**src/rtl/uart_tx_fifo_pkg.sv**
```systemverilog
// uart_tx_fifo_pkg: shared UART constants, default TX FIFO sizing and status register layout
package uart_tx_fifo_pkg;

    localparam int UART_DATA_W   = 8;
    localparam int TX_FIFO_DEPTH = 16;

    localparam int STAT_EMPTY = 0;
    localparam int STAT_FULL  = 1;
    localparam int STAT_OVF   = 2;

    // Field order puts empty at bit 0 so the struct drops straight into the status register
    typedef struct packed {
        logic ovf;
        logic full;
        logic empty;
    } uart_stat_t;

endpackage

```
**src/rtl/uart_tx_fifo_if.sv**
```systemverilog
// uart_tx_fifo_if: bus push path and transmitter valid/ready path of the TX FIFO
interface uart_tx_fifo_if
    import uart_tx_fifo_pkg::*;
#(
    parameter int DATA_W = UART_DATA_W
);
    logic              wr_en;
    logic [DATA_W-1:0] wr_data;
    logic              wr_ready;
    logic [DATA_W-1:0] tx_dout;
    logic              tx_vaild;
    logic              tx_ready;

    modport master (
        output wr_en, wr_data, tx_ready,
        input  wr_ready, tx_dout, tx_vaild
    );

    modport slave (
        input  wr_en, wr_data, tx_ready,
        output wr_ready, tx_dout, tx_vaild
    );
endinterface

```
**src/rtl/uart_tx_fifo.sv**
```systemverilog
// uart_tx_fifo: first-word-fall-through byte FIFO feeding the UART transmitter
module uart_tx_fifo
    import uart_tx_fifo_pkg::*;
#(
    parameter int DEPTH  = TX_FIFO_DEPTH,
    parameter int DATA_W = UART_DATA_W
) (
    input  logic                     clk,
    input  logic                     rst_n,
    uart_tx_fifo_if.slave            bus,
    input  logic                     flush,
    input  logic                     ovf_clr,
    output logic [$clog2(DEPTH):0]   count,
    output logic                     full,
    output logic                     empty,
    output logic                     overflow
);
    localparam int AW = $clog2(DEPTH);
    localparam int CW = AW + 1;

    logic [DATA_W-1:0] mem [DEPTH];
    logic [AW-1:0]     wr_ptr;
    logic [AW-1:0]     rd_ptr;
    logic              push;
    logic              pop;

    // Status and handshakes come only from registered state, so wr_en never reaches wr_ready
    always_comb begin
        full         = count == CW'(DEPTH);
        empty        = count == '0;
        bus.wr_ready = !full;
        bus.tx_vaild = !empty;
        bus.tx_dout  = mem[rd_ptr];
        push         = bus.wr_en && !full && !flush;
        pop          = bus.tx_vaild && bus.tx_ready && !flush;
    end

    // Storage is not reset; only entries between the pointers are ever observed
    always_ff @(posedge clk) begin
        if (push) mem[wr_ptr] <= bus.wr_data;
    end

    // Pointers and fill level; flush overrides any simultaneous push or pop
    always_ff @(posedge clk or negedge rst_n) begin
        if (!rst_n) begin
            wr_ptr <= '0;
            rd_ptr <= '0;
            count  <= '0;
        end else if (flush) begin
            wr_ptr <= '0;
            rd_ptr <= '0;
            count  <= '0;
        end else begin
            wr_ptr <= push ? wr_ptr + AW'(1) : wr_ptr;
            rd_ptr <= pop ? rd_ptr + AW'(1) : rd_ptr;
            count  <= count + CW'(push) - CW'(pop);
        end
    end

    // Sticky overflow: a rejected push wins over a simultaneous clear; flush leaves it alone
    always_ff @(posedge clk or negedge rst_n) begin
        if (!rst_n) overflow <= 1'b0;
        else if (bus.wr_en && full) overflow <= 1'b1;
        else if (ovf_clr) overflow <= 1'b0;
    end

endmodule

```
**src/flat_wrapper.sv**
```systemverilog
// flat-port wrapper written by rule: the top's interface ports become plain ports
module uart_tx_fifo_flat import uart_tx_fifo_pkg::*;
#(
    parameter int DEPTH  = TX_FIFO_DEPTH,
    parameter int DATA_W = UART_DATA_W
)
  (clk, rst_n, flush, ovf_clr, count, full, empty, overflow, bus_wr_en, bus_wr_data, bus_tx_ready, bus_wr_ready, bus_tx_dout, bus_tx_vaild);
  uart_tx_fifo_if #(.DATA_W(DATA_W)) bus_i ();
  input  logic clk;
  input  logic rst_n;
  input  logic flush;
  input  logic ovf_clr;
  output logic [$clog2(DEPTH):0] count;
  output logic full;
  output logic empty;
  output logic overflow;
  input wire logic [$bits(bus_i.wr_en)-1:0] bus_wr_en;
  input wire logic [$bits(bus_i.wr_data)-1:0] bus_wr_data;
  input wire logic [$bits(bus_i.tx_ready)-1:0] bus_tx_ready;
  output wire logic [$bits(bus_i.wr_ready)-1:0] bus_wr_ready;
  output wire logic [$bits(bus_i.tx_dout)-1:0] bus_tx_dout;
  output wire logic [$bits(bus_i.tx_vaild)-1:0] bus_tx_vaild;
  assign bus_i.wr_en = bus_wr_en;
  assign bus_i.wr_data = bus_wr_data;
  assign bus_i.tx_ready = bus_tx_ready;
  assign bus_wr_ready = bus_i.wr_ready;
  assign bus_tx_dout = bus_i.tx_dout;
  assign bus_tx_vaild = bus_i.tx_vaild;
  uart_tx_fifo #(.DEPTH(DEPTH), .DATA_W(DATA_W)) u_core (.clk(clk), .rst_n(rst_n), .bus(bus_i), .flush(flush), .ovf_clr(ovf_clr), .count(count), .full(full), .empty(empty), .overflow(overflow));
endmodule
```
**config.mk**
```make
export PLATFORM = sky130hd
export DESIGN_NAME = uart_tx_fifo_flat
export DESIGN_NICKNAME = d
export VERILOG_FILES = /design/src/rtl/uart_tx_fifo_pkg.sv /design/src/rtl/uart_tx_fifo_if.sv /design/src/rtl/uart_tx_fifo.sv /design/src/flat_wrapper.sv
export SDC_FILE = /design/constraint.sdc
export NUM_CORES = 1
export LEC_CHECK = 0
export BUFFER_PORTS_ARGS = -buffer_cell sky130_fd_sc_hd__buf_2
export CORE_UTILIZATION = 30
export DETAILED_ROUTE_END_ITERATION = 7
export GPL_TIMING_DRIVEN = 0
export PLACE_DENSITY = 0.46
export REMOVE_ABC_BUFFERS = 1
export SLEW_MARGIN = 15
export SYNTH_ARGS = -nofsm -noshare
export SYNTH_HDL_FRONTEND = slang
export SYNTH_SLANG_ARGS = --single-unit
```
**constraint.sdc**
```tcl
create_clock -name clk -period 2.6 [get_ports clk]
set_clock_uncertainty 0.1 [all_clocks]
set_input_delay 0.52 -clock clk [delete_from_list [all_inputs] [get_ports clk]]
set_output_delay 0.52 -clock clk [all_outputs]
set_load 0.05 [all_outputs]
```
-- After elaboration in Yosys (flattened, before gate mapping)
Memories as Yosys holds them, arrays and structs flattened.
Cells that the tools add are included.
Widths: inputs -> output; s select.
- input port bits: 14
- logic and storage cells: 31
- memories kept: 1
- output and inout port bits: 18
- register bits after elaboration: 14
- bits in read-only memories: 0
- latch bits: 0
- bits in writable memories: 128
- memories (memory ; words ; bits a word ; read ports ; clocked after memory_dff ; wr ports ; line ; RTL):
    u_core.mem ; 16 ; 8 ; 1 ; 0 ; 1 ; uart_tx_fifo.sv:21 ; logic [DATA_W-1:0] mem [DEPTH];
- $lt $le $gt $ge: 0
- bitwise operators: 0
- mux-type cells: 9
- equality and inequality tests: 1
- divide/modulo/power cells: 0
- multiply operators: 0
- reduce and logical (&&, ||, !) cells: 12
- shifts and indexed selects: 0
- add/sub/neg operators: 4
- operators by type and width (cell ; number):
    $mux 4 ; 4
    $add 4x1->4 const B ; 2
    $reduce_bool 2->1 ; 3
    $add 5x1->5 ; 1
    $eq 5x5->1 const B ; 1
    $logic_and 1x1->1 ; 5
    $logic_not 5->1 ; 1
    $mux 5 ; 1
    $sub 5x1->5 ; 1
    $mux 1 ; 4
    $logic_not 1->1 ; 3

-- Logic depth before layout (Yosys ltp)
- depth after elaboration: 7
- mapped depth: 15
- depth with buffers taken out: 14

-- Least setup slack after synthesis
OpenSTA, ideal clock, no wires.
- path kind: register to register
- start: register u_core.count[3]
- end: register u_core.count[4]
- path slack: -0.698 ns
- cell stages (with the launch flop): 16
- required time: 2.412 ns
- buffers on the path: 1
- arrival: 3.110 ns
- clock period less this slack: 3.298 ns
- cells stage by stage: dfrtp_1 -> inv_1 -> ha_1 -> or4b_1 -> clkbuf_2 -> nand2_1 -> nor2_1 -> ha_1 -> inv_1 -> ha_1 -> inv_1 -> fa_1 -> nor2b_1 -> o21bai_1 -> nand3_1 -> nor3b_1
- elaborated cells on any way between the ends: 11
- those cells by class: 2 x add/sub; 1 x eq/ne; 1 x mux; 7 x reduce/logical
- RTL lines (what ; line ; RTL):
    from (decl) ; uart_tx_fifo.sv:13 ; output logic [$clog2(DEPTH):0] count,
    from (signal assigned) ; uart_tx_fifo.sv:56 ; count <= count + CW'(push) - CW'(pop);
    $logic_not 5->1 ; uart_tx_fifo.sv:30 ; empty = count == '0;
    $logic_not 1->1 ; uart_tx_fifo.sv:32 ; bus.tx_vaild = !empty;
    net bus_tx_vaild ; flat_wrapper.sv:22 ; output wire logic [$bits(bus_i.tx_vaild)-1:0] bus_tx_vaild;
    $logic_and 1x1->1 (2 in series) ; uart_tx_fifo.sv:35 ; pop = bus.tx_vaild && bus.tx_ready && !flush;
    $sub 5x1->5 ; uart_tx_fifo.sv:56 ;
    $mux 5 ; uart_tx_fifo.sv:49 ; end else if (flush) begin
The timed path passes the listed nets, and every way through them passes these cells.
A chain may end at the register's enable or synchronous reset.

-- Worst setup path after layout
- start: register u_core.rd_ptr[0]
- end: output port bus_tx_dout[0]
- longest elaborated chain between the ends: 1
- RTL lines (what ; line ; RTL):
    from (decl) ; uart_tx_fifo.sv:23 ; logic [AW-1:0] rd_ptr;
    from (signal assigned) ; uart_tx_fifo.sv:55 ; rd_ptr <= pop ? rd_ptr + AW'(1) : rd_ptr;
    $mem_v2 16x8 ; n/a ;
    to (decl) ; flat_wrapper.sv:21 ; output wire logic [$bits(bus_i.tx_dout)-1:0] bus_tx_dout;
No other way between the ends.

==> results by group <==
Global route
  – Met3 Usage GRT: 0.0313
  – Largest net degree at the start of global routing: 22
  – Overall global routing resource usage: 0.131
  – Global-route wire length before repair: 18900 um
  – Most utilized layer in the global route result: met2
  – Global-route congestion overflow total: 0
  – Antenna violations before repair: 0
  – Met2 global-route usage: 0.211
  – Number of global-route vias before repair: 3238
  – GR met1 Demand/Resource: 0.168

Pwr
  – Ratio of total power to cell area: 994 nW/um2
  – VDD IR max: 0.000489 V
  – Pleak: 2.55 nW

Floorplan
  – Die span in x: 142 um
  – Boundary pin count: 32
  – DIE AREA: 20300 um2
  – Height of the chip: 142 um
  – Row count: 50
  – Initial cell density of the core: 0.311
  – Core area: 19000 um2

Place
  – Placed inst area: 6300 um2
  – Half-perimeter wire length after detailed placement: 7700 um
  – RD Place Congestion: 0.676
  – Number of buffers inserted by port buffering: 31

Routing
  – Initial DRC count: 213
  – Via-to-Cell Ratio: 4.63
  – Wire per inst: 18.4 um
  – Post-route antenna net violation count: 0
  – Total length of routed wires: 12400 um
  – Pre-antenna DRT Iters: 4
  – Post-detailed-route DRC marker count: 0
  – Total number of vias: 3126

Yosys
  – XOR/XNOR Fraction of Synth Area: 0.0119
  – Area of the mapped netlist: 5910 um2
  – Ys async rst share: 0.0986
  – Mean instance size in the synthesized netlist: 17.1 um2
  – Leading register cell type out of synthesis: sky130_fd_sc_hd__edfxtp_1
  – Main combinational cell family by area after synthesis: multiplexers
  – Adder-Cell Fraction of Synth Area: 0.0267
  – Number of synthesized flops with an enable pin: 128
  – Multiplexer area fraction after synthesis: 0.115
  – Number of distinct library cells after synthesis: 36
  – Number of flip-flops and latches in the synthesized netlist: 142
  – Post-Syn Instances: 345
  – Simple-gate area share of the yosys netlist: 0.0521
  – Fraction of the mapped netlist area in compound gates: 0.0517
  – Post-synthesis sequential area ratio: 0.710
  – Number of warnings issued by yosys: 0

Setup path
  – Buffers and inverters on the worst path: 4
  – Top Family by Delay on Critical Path: buffers and inverters
  – Slowest CP cell: sky130_fd_sc_hd__dfrtp_4
  – Type of the worst setup path: flop to output pin
  – Data arrival time at the worst-slack endpoint: 2.17 ns
  – Cell chain of the critical path: buf_12, buf_16, mux2i_4, a221oi_2, buf_4, a22oi_2, nand2_2, buf_8
  – Startpoint types: flop
  – Highest fanout seen on the critical path: 5
  – Required time of the critical path: 1.98 ns
  – Slowest stage delay, CP: 0.53 ns
  – Crit. End Element: output pin

Timing
  – Worst hold slack: 0.192 ns
  – Tcrit/Tclk final: 1.07
  – Max Slew Vio Count: 0
  – Number of hold violations in the final report: 0
  – Worst max-slew margin expressed relative to the limit: 0.656
  – Fmax: 0.358 GHz
  – Shortest clock period the worst path allows after layout: 2.79 ns
  – Worst slew pin tran: 0.517 ns
  – Unrepaired setup endpoints after global routing: true
  – Final setup violation count: 17
  – Crit path setup slack, layout: -0.192 ns
  – Total Neg Setup Slack: -1.61 ns

Final layout
  – Fraction of final layout cells with drive strength greater than 1: 0.410
  – Post-Layout Inst Area: 7630 um2
  – Ant diodes: 0
  – Count of nets after finishing: 428
  – Area overhead of the layout relative to synthesis: 29.1%

Clocking
  – CTS Root Cell: sky130_fd_sc_hd__clkbuf_16
  – Insertion delay to the later sink of the worst-skew pair: 0.42 ns
  – Num CTS Buffers: 17
  – Reg clk slew, reported paths: 0.06 ns
  – TritonCTS clock tree: yes
  – Clock net sink count: 142
  – Max H-tree Level: 4
  – Clock Tree Buf Depth: 2

Run status
  – Status: complete, but fails checks
  – Violations in the final reports: negative setup slack

Min path
  – Min-Delay Path Class: input pin to flop

Job
  – Maximum capacitance violations: 0
-- sequential cells by signal, indices dropped and copies added, names as in the netlist --
signal,flops
u_core.mem,128
u_core.count,5
u_core.rd_ptr,4
u_core.wr_ptr,4
u_core.overflow,1
-- per-stage QoR --
stage	utilization	worst slack [ns]	std cells	power, mW
CTS	0.386	-0.240	668	7.36
finish	0.401	-0.192	675	7.58
global placement	0.329	-1.90	617	4.50
floorplan	-	-0.994	326	4.08
global route	0.401	-0.269	675	7.91
detailed placement	0.331	-0.510	619	4.52
-- final timing paths --
path                               endpoint              from  slack (ns)  cells past startpoint
min in group asynchronous   u_core.count[3]             rst_n        0.43                      2
max                          bus_tx_dout[0]  u_core.rd_ptr[0]       -0.19                      8
min reg2reg                 u_core.overflow   u_core.overflow        0.43                      2
max reg2reg                 u_core.count[4]   u_core.count[3]       -0.13                     14
max in group asynchronous  u_core.rd_ptr[0]             rst_n        1.69                      2
min                         u_core.overflow           ovf_clr        0.19                      2
-- synthesized netlist by cell type (2+ instances only) --
| cell type | number | share of area |
|---|---|---|
| sky130_fd_sc_hd__mux2i_1 | 32 | 0.054 |
| sky130_fd_sc_hd__nand2_1 | 18 | 0.011 |
| sky130_fd_sc_hd__a221oi_1 | 12 | 0.018 |
| sky130_fd_sc_hd__xnor2_1 | 3 | 0.0044 |
| sky130_fd_sc_hd__dfrtp_1 | 14 | 0.059 |
| sky130_fd_sc_hd__nand2b_1 | 2 | 0.0021 |
| sky130_fd_sc_hd__ha_1 | 11 | 0.023 |
| sky130_fd_sc_hd__a21oi_1 | 4 | 0.0034 |
| sky130_fd_sc_hd__nor3_1 | 5 | 0.0042 |
| sky130_fd_sc_hd__buf_6 | 6 | 0.011 |
| sky130_fd_sc_hd__a22oi_1 | 8 | 0.010 |
| sky130_fd_sc_hd__a221oi_2 | 4 | 0.010 |
| sky130_fd_sc_hd__buf_2 | 4 | 0.0034 |
| sky130_fd_sc_hd__clkbuf_1 | 2 | 0.0013 |
| sky130_fd_sc_hd__xor2_1 | 5 | 0.0074 |
| sky130_fd_sc_hd__mux4_2 | 16 | 0.061 |
| sky130_fd_sc_hd__o21ai_0 | 8 | 0.0068 |
| sky130_fd_sc_hd__nor2b_1 | 4 | 0.0042 |
| sky130_fd_sc_hd__edfxtp_1 | 128 | 0.65 |
| sky130_fd_sc_hd__nor2_1 | 21 | 0.013 |
| sky130_fd_sc_hd__inv_1 | 13 | 0.0083 |
| sky130_fd_sc_hd__clkbuf_2 | 3 | 0.0025 |
| sky130_fd_sc_hd__nand3_1 | 6 | 0.0051 |
| sky130_fd_sc_hd__buf_4 | 4 | 0.0051 |
-- where the power goes --
| group | switching (mW) | leakage, nW | internal, mW |
|---|---|---|---|
| combinational | 1.38 | 0.949 | 1.18 |
| sequential | 0.107 | 1.33 | 2.59 |
| clock | 0.916 | 0.267 | 1.41 |
-- metal layers --
metal	vias to the layer above	part of all wire
met3	18	0.027
met1	1603	0.46
met5	-	0
li1	1464	-
met4	0	0.017
met2	41	0.50
-- kinds of logic (layout without fill, tap and decap cells) --
group	after synthesis	count (layout)
muxes	48	48
adders and majority gates	12	12
DFF	142	142
buffers and inverters	33	102
xor gates and xnor gates	8	8
AOI/OAI and AO/OA	39	39
and+or+nand+nor	63	64
-- cells in the final DEF (no fill, tap or decap), types with 6 or more instances in the layout --
| master | count |
|---|---|
| sky130_fd_sc_hd__a221oi_2 | 14 |
| sky130_fd_sc_hd__buf_2 | 22 |
| sky130_fd_sc_hd__buf_4 | 14 |
| sky130_fd_sc_hd__buf_6 | 10 |
| sky130_fd_sc_hd__clkbuf_16 | 19 |
| sky130_fd_sc_hd__dfrtp_1 | 10 |
| sky130_fd_sc_hd__edfxtp_1 | 128 |
| sky130_fd_sc_hd__ha_1 | 8 |
| sky130_fd_sc_hd__inv_1 | 9 |
| sky130_fd_sc_hd__mux2i_1 | 28 |
| sky130_fd_sc_hd__mux4_2 | 16 |
| sky130_fd_sc_hd__nand2_1 | 13 |
| sky130_fd_sc_hd__nand3_1 | 6 |
| sky130_fd_sc_hd__nor2_1 | 8 |
| sky130_fd_sc_hd__nor2_4 | 12 |
-- area by class of cell --
class	count	area, um2
clock inverter	13	139
multi-input combinational	171	1930
timing repair buffer	56	541
tap	260	325
clock buffer	19	433
inverter	14	53.8
sequential	142	4200
fill	1764	11400
-- timing repair --
item / 4_1_cts / 5_1_grt
pin swaps: 14 / 26
hold buffers: 1 / 0
buffers inserted: 12 / 7
setup endpoints to repair: 141 / 61
resized for setup: 75 / 42
hold endpoints to repair: 14 / 0
cloned: 4 / 2
Note: power is estimated with default switching activity, not from simulation.
